<file path="config.mk">
export PLATFORM = sky130hd
export DESIGN_NAME = bus_arbiter_flat
export DESIGN_NICKNAME = d
export VERILOG_FILES = /design/src/rtl/bus_arbiter_if.sv /design/src/rtl/bus_arbiter.sv /design/src/flat_wrapper.sv
export SDC_FILE = /design/constraint.sdc
export NUM_CORES = 1
export LEC_CHECK = 0
export CAP_MARGIN = 15
export CORE_AREA = 5 5 153 155
export DETAILED_ROUTE_END_ITERATION = 10
export DIE_AREA = 0 0 158 160
export MAX_ROUTING_LAYER = met4
export PLACE_DENSITY = 0.6
export SYNTH_ARGS = -nofsm -noshare
export SYNTH_HDL_FRONTEND = slang
export SYNTH_SLANG_ARGS = --single-unit
</file>
<file path="constraint.sdc">
create_clock -name clk -period 3.98 [get_ports clk]
set_clock_uncertainty 0.2 [all_clocks]
set_input_delay 0.995 -clock clk [delete_from_list [all_inputs] [get_ports clk]]
set_output_delay 0.995 -clock clk [all_outputs]
set_load 0.01 [all_outputs]
</file>
<file path="src/rtl/bus_arbiter_if.sv">
// Shared-bus arbiter interface: master-side request/strobe bundle and
// the slave-side shared bus. The arbiter connects through the slave
// modport; the bus masters (or a bench) drive through the master modport.
interface bus_arbiter_if #(
    parameter int ADDR_W = 30,
    parameter int DATA_W = 32
);
    logic [3:0]          m_req_;
    logic [3:0]          m_grnt_;
    logic [3:0]          m_as_;
    logic [3:0]          m_rw;
    logic [4*ADDR_W-1:0] m_addr;
    logic [4*DATA_W-1:0] m_wr_data;
    logic [3:0]          m_rdy_;
    logic [DATA_W-1:0]   m_rd_data;
    logic                s_as_;
    logic                s_rw;
    logic [ADDR_W-1:0]   s_addr;
    logic [DATA_W-1:0]   s_wr_data;
    logic                s_rdy_;
    logic [DATA_W-1:0]   s_rd_data;
    logic                arb_timeout;

    modport master (
        output m_req_, m_as_, m_rw, m_addr, m_wr_data, s_rdy_, s_rd_data,
        input  m_grnt_, m_rdy_, m_rd_data, s_as_, s_rw, s_addr, s_wr_data,
               arb_timeout
    );

    modport slave (
        input  m_req_, m_as_, m_rw, m_addr, m_wr_data, s_rdy_, s_rd_data,
        output m_grnt_, m_rdy_, m_rd_data, s_as_, s_rw, s_addr, s_wr_data,
               arb_timeout
    );
endinterface

</file>
<file path="src/rtl/bus_arbiter.sv">
// Round-robin arbiter and multiplexer for the shared peripheral bus.
// Four active-low requesters, one registered grant at a time; the owner's
// strobes drive the shared bus and the slave's rdy_ is routed back to it.
// Optional feature macro: BUS_ARB_TIMEOUT_EN (forced grant revocation after
// MAX_HOLD cycles of continuous ownership).
module bus_arbiter #(
    parameter int ADDR_W   = 30,
    parameter int DATA_W   = 32,
    parameter int MAX_HOLD = 256
) (
    input  logic          clk,
    input  logic          reset,
    bus_arbiter_if.slave  bus
);

    typedef enum logic {ST_IDLE, ST_OWNED} state_t;

    state_t     r_state, w_state_nxt;
    logic [1:0] r_owner, w_owner_nxt;
    logic [1:0] r_last,  w_last_nxt;
    logic [3:0] r_grnt_;
    logic       r_timeout, w_timeout_nxt;
    logic       w_found;
    logic [1:0] w_pick;

`ifdef BUS_ARB_TIMEOUT_EN
    localparam int CNT_W = (MAX_HOLD > 1) ? $clog2(MAX_HOLD) : 1;
    logic [CNT_W-1:0] r_hold, w_hold_nxt;
`endif

    // Round-robin scan: first requester after the last owner, wrapping mod 4.
    always_comb begin
        logic [1:0] v_idx;
        w_found = 1'b0;
        w_pick  = r_last;
        for (int unsigned k = 1; k <= 4; k++) begin
            v_idx = r_last + 2'(k);
            if (!w_found && !bus.m_req_[v_idx]) begin
                w_found = 1'b1;
                w_pick  = v_idx;
            end
        end
    end

    // Next-state: keep a still-requesting owner, else hand over in RR order.
    always_comb begin
        w_state_nxt   = r_state;
        w_owner_nxt   = r_owner;
        w_last_nxt    = r_last;
        w_timeout_nxt = 1'b0;
`ifdef BUS_ARB_TIMEOUT_EN
        w_hold_nxt    = r_hold;
`endif
        if (r_state == ST_OWNED && !bus.m_req_[r_owner]) begin
`ifdef BUS_ARB_TIMEOUT_EN
            if (r_hold == CNT_W'(MAX_HOLD - 1)) begin
                // Revoked master becomes last-owner so others win next.
                w_state_nxt   = ST_IDLE;
                w_last_nxt    = r_owner;
                w_timeout_nxt = 1'b1;
                w_hold_nxt    = '0;
            end else begin
                w_hold_nxt = r_hold + 1'b1;
            end
`endif
        end else if (w_found) begin
            w_state_nxt = ST_OWNED;
            w_owner_nxt = w_pick;
            w_last_nxt  = w_pick;
`ifdef BUS_ARB_TIMEOUT_EN
            w_hold_nxt  = '0;
`endif
        end else begin
            w_state_nxt = ST_IDLE;
        end
    end

    // State, grant and timeout-pulse registers with synchronous reset.
    always_ff @(posedge clk) begin
        if (reset) begin
            r_state   <= ST_IDLE;
            r_owner   <= 2'd0;
            r_last    <= 2'd3;
            r_grnt_   <= '1;
            r_timeout <= 1'b0;
`ifdef BUS_ARB_TIMEOUT_EN
            r_hold    <= '0;
`endif
        end else begin
            r_state   <= w_state_nxt;
            r_owner   <= w_owner_nxt;
            r_last    <= w_last_nxt;
            r_grnt_   <= (w_state_nxt == ST_OWNED) ? ~(4'b0001 << w_owner_nxt) : 4'b1111;
            r_timeout <= w_timeout_nxt;
`ifdef BUS_ARB_TIMEOUT_EN
            r_hold    <= w_hold_nxt;
`endif
        end
    end

    // Shared-bus mux from the registered owner; idle bus parks high/zero.
    always_comb begin
        bus.s_as_     = 1'b1;
        bus.s_rw      = 1'b1;
        bus.s_addr    = '0;
        bus.s_wr_data = '0;
        bus.m_rdy_    = '1;
        if (r_state == ST_OWNED) begin
            bus.s_as_            = bus.m_as_[r_owner];
            bus.s_rw             = bus.m_rw[r_owner];
            bus.s_addr           = bus.m_addr[int'(r_owner)*ADDR_W +: ADDR_W];
            bus.s_wr_data        = bus.m_wr_data[int'(r_owner)*DATA_W +: DATA_W];
            bus.m_rdy_[r_owner]  = bus.s_rdy_;
        end
    end

    assign bus.m_grnt_    = r_grnt_;
    assign bus.m_rd_data  = bus.s_rd_data;
`ifdef BUS_ARB_TIMEOUT_EN
    assign bus.arb_timeout = r_timeout;
`else
    assign bus.arb_timeout = 1'b0;
`endif

endmodule

</file>
<file path="src/flat_wrapper.sv">
// flat-port wrapper written by rule: the top's interface ports become plain ports
module bus_arbiter_flat 
#(
    parameter int ADDR_W   = 30,
    parameter int DATA_W   = 32,
    parameter int MAX_HOLD = 256
)
  (clk, reset, bus_m_req_, bus_m_as_, bus_m_rw, bus_m_addr, bus_m_wr_data, bus_s_rdy_, bus_s_rd_data, bus_m_grnt_, bus_m_rdy_, bus_m_rd_data, bus_s_as_, bus_s_rw, bus_s_addr, bus_s_wr_data, bus_arb_timeout);
  bus_arbiter_if #(.ADDR_W(ADDR_W), .DATA_W(DATA_W)) bus_i ();
  input  logic clk;
  input  logic reset;
  input wire logic [$bits(bus_i.m_req_)-1:0] bus_m_req_;
  input wire logic [$bits(bus_i.m_as_)-1:0] bus_m_as_;
  input wire logic [$bits(bus_i.m_rw)-1:0] bus_m_rw;
  input wire logic [$bits(bus_i.m_addr)-1:0] bus_m_addr;
  input wire logic [$bits(bus_i.m_wr_data)-1:0] bus_m_wr_data;
  input wire logic [$bits(bus_i.s_rdy_)-1:0] bus_s_rdy_;
  input wire logic [$bits(bus_i.s_rd_data)-1:0] bus_s_rd_data;
  output wire logic [$bits(bus_i.m_grnt_)-1:0] bus_m_grnt_;
  output wire logic [$bits(bus_i.m_rdy_)-1:0] bus_m_rdy_;
  output wire logic [$bits(bus_i.m_rd_data)-1:0] bus_m_rd_data;
  output wire logic [$bits(bus_i.s_as_)-1:0] bus_s_as_;
  output wire logic [$bits(bus_i.s_rw)-1:0] bus_s_rw;
  output wire logic [$bits(bus_i.s_addr)-1:0] bus_s_addr;
  output wire logic [$bits(bus_i.s_wr_data)-1:0] bus_s_wr_data;
  output wire logic [$bits(bus_i.arb_timeout)-1:0] bus_arb_timeout;
  assign bus_i.m_req_ = bus_m_req_;
  assign bus_i.m_as_ = bus_m_as_;
  assign bus_i.m_rw = bus_m_rw;
  assign bus_i.m_addr = bus_m_addr;
  assign bus_i.m_wr_data = bus_m_wr_data;
  assign bus_i.s_rdy_ = bus_s_rdy_;
  assign bus_i.s_rd_data = bus_s_rd_data;
  assign bus_m_grnt_ = bus_i.m_grnt_;
  assign bus_m_rdy_ = bus_i.m_rdy_;
  assign bus_m_rd_data = bus_i.m_rd_data;
  assign bus_s_as_ = bus_i.s_as_;
  assign bus_s_rw = bus_i.s_rw;
  assign bus_s_addr = bus_i.s_addr;
  assign bus_s_wr_data = bus_i.s_wr_data;
  assign bus_arb_timeout = bus_i.arb_timeout;
  bus_arbiter #(.ADDR_W(ADDR_W), .DATA_W(DATA_W), .MAX_HOLD(MAX_HOLD)) u_core (.clk(clk), .reset(reset), .bus(bus_i));
endmodule
</file>
==> flow_summary.toml <==
[status]
outcome = "finished, final reports clean"

[synthesis]
synth_cell_types = 43
synth.area.top_cells = "mux4_2, and2_1, buf_4"
synth_top_family_by_area = "multiplexers"
synth.avg_cell_area_sq_um = 11.2
synth_top_area_frac = 0.473
ys.flop_type = "dfxtp_1"
yosys_warnings = 0
synth-simple-area-share = 0.193
synthMuxAreaShare = 0.502
synthArstFlopShare = 0
syn_nets = 559
synthCells = 264
yosys.area.top_type = "mux4_2"
synth_fa_ha_area_frac = 0
synth_compound_area_frac = 0.0780
synthesis.area_sq_um = 2950
synth-edff-count = 0
synth_seq_area_share = 0.0610
synth_commonest_cells = "and2_1, mux4_2, buf_4"
synth-seq-cells = 9
synthXorXnorAreaFrac = 0

[clocking]
cts_hold_buf = 0
clock_path_buffers = 2
post_cts_buffers = 0
clk_pin_slew_ns = 0.04
cts_root_buf = "clkbuf_16"
ctsResizeCount = 0
cts.sinks = 9
cts_made_buffers = 3
clk_latency_ns = 0.24
tritoncts = "built"
htreeDepth = 1

[worst_setup_path]
slowest_stage = "mux4_1"
max_stage_delay_ns = 0.52
cp-start-kind = "input pin"
r2r_cells = 5
cp_cell_sequence = "clkdlybuf4s50_1, mux4_1, nand2b_1, clkdlybuf4s50_1"
worstPathRequired_ns = 2.78
cpMostUsedCell = "clkdlybuf4s50_1"
path_class = "in2out"
critPathArrivalTime_ns = 2.70
critPathMaxFanout = 1
cp-end-kind = "output port"

[placement]
placedInstanceArea_sq_um = 6280
dp_hpwl_um = 13800
portBuffers = 334
routabilityCongestion = 0.817

[routing]
drtIter0Drc = 143
drc = 0
wl_met3_um = 1710
wl_um = 16200
num_vias = 3473
route.met2.wl_um = 8210
dr.max_layer_used = "met4"
firstDrtPassIters = 4
drt-met1-wl_um = 6220
viasPerCell = 4.19
antenna_left = 0
wl_per_cell_um = 19.5

[global_routing]
antenna_found_initial = 1
track_usage = 0.117
grt_pass1_vias = 3634
grt_pass1_wl_um = 22200
grt_start_max_net_pins = 44
overflow = 0

[power]
peakVddDrop_v = 0.000209
powerDensity_nw_per_um2 = 221
p_leak_nw = 2.15

[final_layout]
nFillCells = 2236
register_area_sq_um = 189
multi_input_area_sq_um = 2280
design_area_sq_um = 6360
antenna_cells = 0
num-nets-final = 844
syn_to_final_growth_pct = 115
final_layout_size_suffix_gt1_frac = 0.150

[sta]
tightest_slew_ns = 0.613
drv_slew = 0
setup_viol = 0
hold_viol = 0
min_period_over_period = 0.978
max_slew_margin = 0.592
rsz0062_at_grt = "no"
fmax_ghz = 0.257
tns_ns = 0
min_period_ns = 3.89

[die]
core-area_sq_um = 21700
dieArea_sq_um = 25300
die_h_um = 160
rows = 54
chipWidth_um = 158
pin_count = 400
start_util = 0.136

[flow_run]
cap_violations = 0

[worst_hold_path]
whs_path_depth = 2
hold_class = "reg2reg"
## logic make-up (layout without fill, tap and decap cells)
kind of cell,Yosys count,after routing
buffers and inverters,64,348
other,1,1
AO/OA/AOI/OAI,29,29
multiplexers,67,67
flip-flops,9,9
AND/OR/NAND/NOR,94,94
## metal layers
layer | up-vias | global-route usage
li1 | 1558 | -
met4 | 0 | 0.00582
met1 | 1701 | 0.139
met3 | 6 | 0.0281
met2 | 208 | 0.210
met5 | - | -
## metrics by stage
stage	power (mW)	setup WS, ns	hold slack [ns]	cells	utilization
floorplan	0.740	1.14	0.409	264	-
global placement	1.24	0.00683	0.452	824	0.290
detailed placement	1.24	0.0164	0.470	824	0.290
CTS	1.43	0.0207	0.475	828	0.293
global route	1.50	0.0145	0.526	828	0.293
finish	1.41	0.0869	0.473	828	0.293
## report_power, final
part           total (mW)  internal, mW  switching (mW)
logic                1.08         0.713           0.366
registers           0.148         0.107          0.0418
clock network       0.179         0.134          0.0449
total                1.41         0.954           0.452
## layout make-up
class / count / share of cell area
timing repair buffer: 341 / 0.542
multi-input combinational: 191 / 0.359
tap: 280 / 0.0551
sequential: 9 / 0.0297
clock buffer: 4 / 0.0124
inverter: 3 / 0.00177
## registers in the layout (all words and copies together) (netlist names)
register	cells
u_core.bus.m_grnt_	4
u_core.r_last	2
u_core.r_owner	2
u_core.r_state	1
## layout by cell type (no fill, tap or decap), types with 2 or more instances in the layout
cell type / netlist / routed
or3_1: 2 / 2
o211ai_1: 3 / 3
o21ai_0: 7 / 7
a21oi_1: 4 / 4
nor2_1: 6 / 6
mux2_2: 2 / 2
nand2b_1: 5 / 5
mux4_1: 2 / 2
nor2b_1: 4 / 4
mux4_2: 62 / 62
buf_4: 33 / 3
inv_1: 3 / 3
nand3_1: 2 / 2
dfxtp_1: 9 / 6
nand3b_1: 2 / 2
buf_12: 6 / 4
nand2_1: 6 / 6
clkdlybuf4s50_1: 0 / 334
dfxtp_4: 0 / 2
and2_1: 62 / 62
a21o_1: 2 / 2
clkbuf_16: 0 / 3
## critical path, delay by kind of cell
family        cells  cell delay, ns
buf+inv           2            1.00
mux               1            0.52
simple gates      1            0.19
## worst paths after layout
path,endpoint,start,slack [ns]
min,u_core.r_last[1]$_SDFFE_PP1P_,u_core.r_last[1]$_SDFFE_PP1P_,0.47
max,bus_s_rw,bus_m_rw[0],0.09
max reg2reg,u_core.bus.m_grnt_[2]$_SDFF_PP1_,u_core.r_owner[0]$_SDFF_PP0_,2.07
min reg2reg,u_core.r_last[1]$_SDFFE_PP1P_,u_core.r_last[1]$_SDFFE_PP1P_,0.47
(Power assumes the default switching activity.)
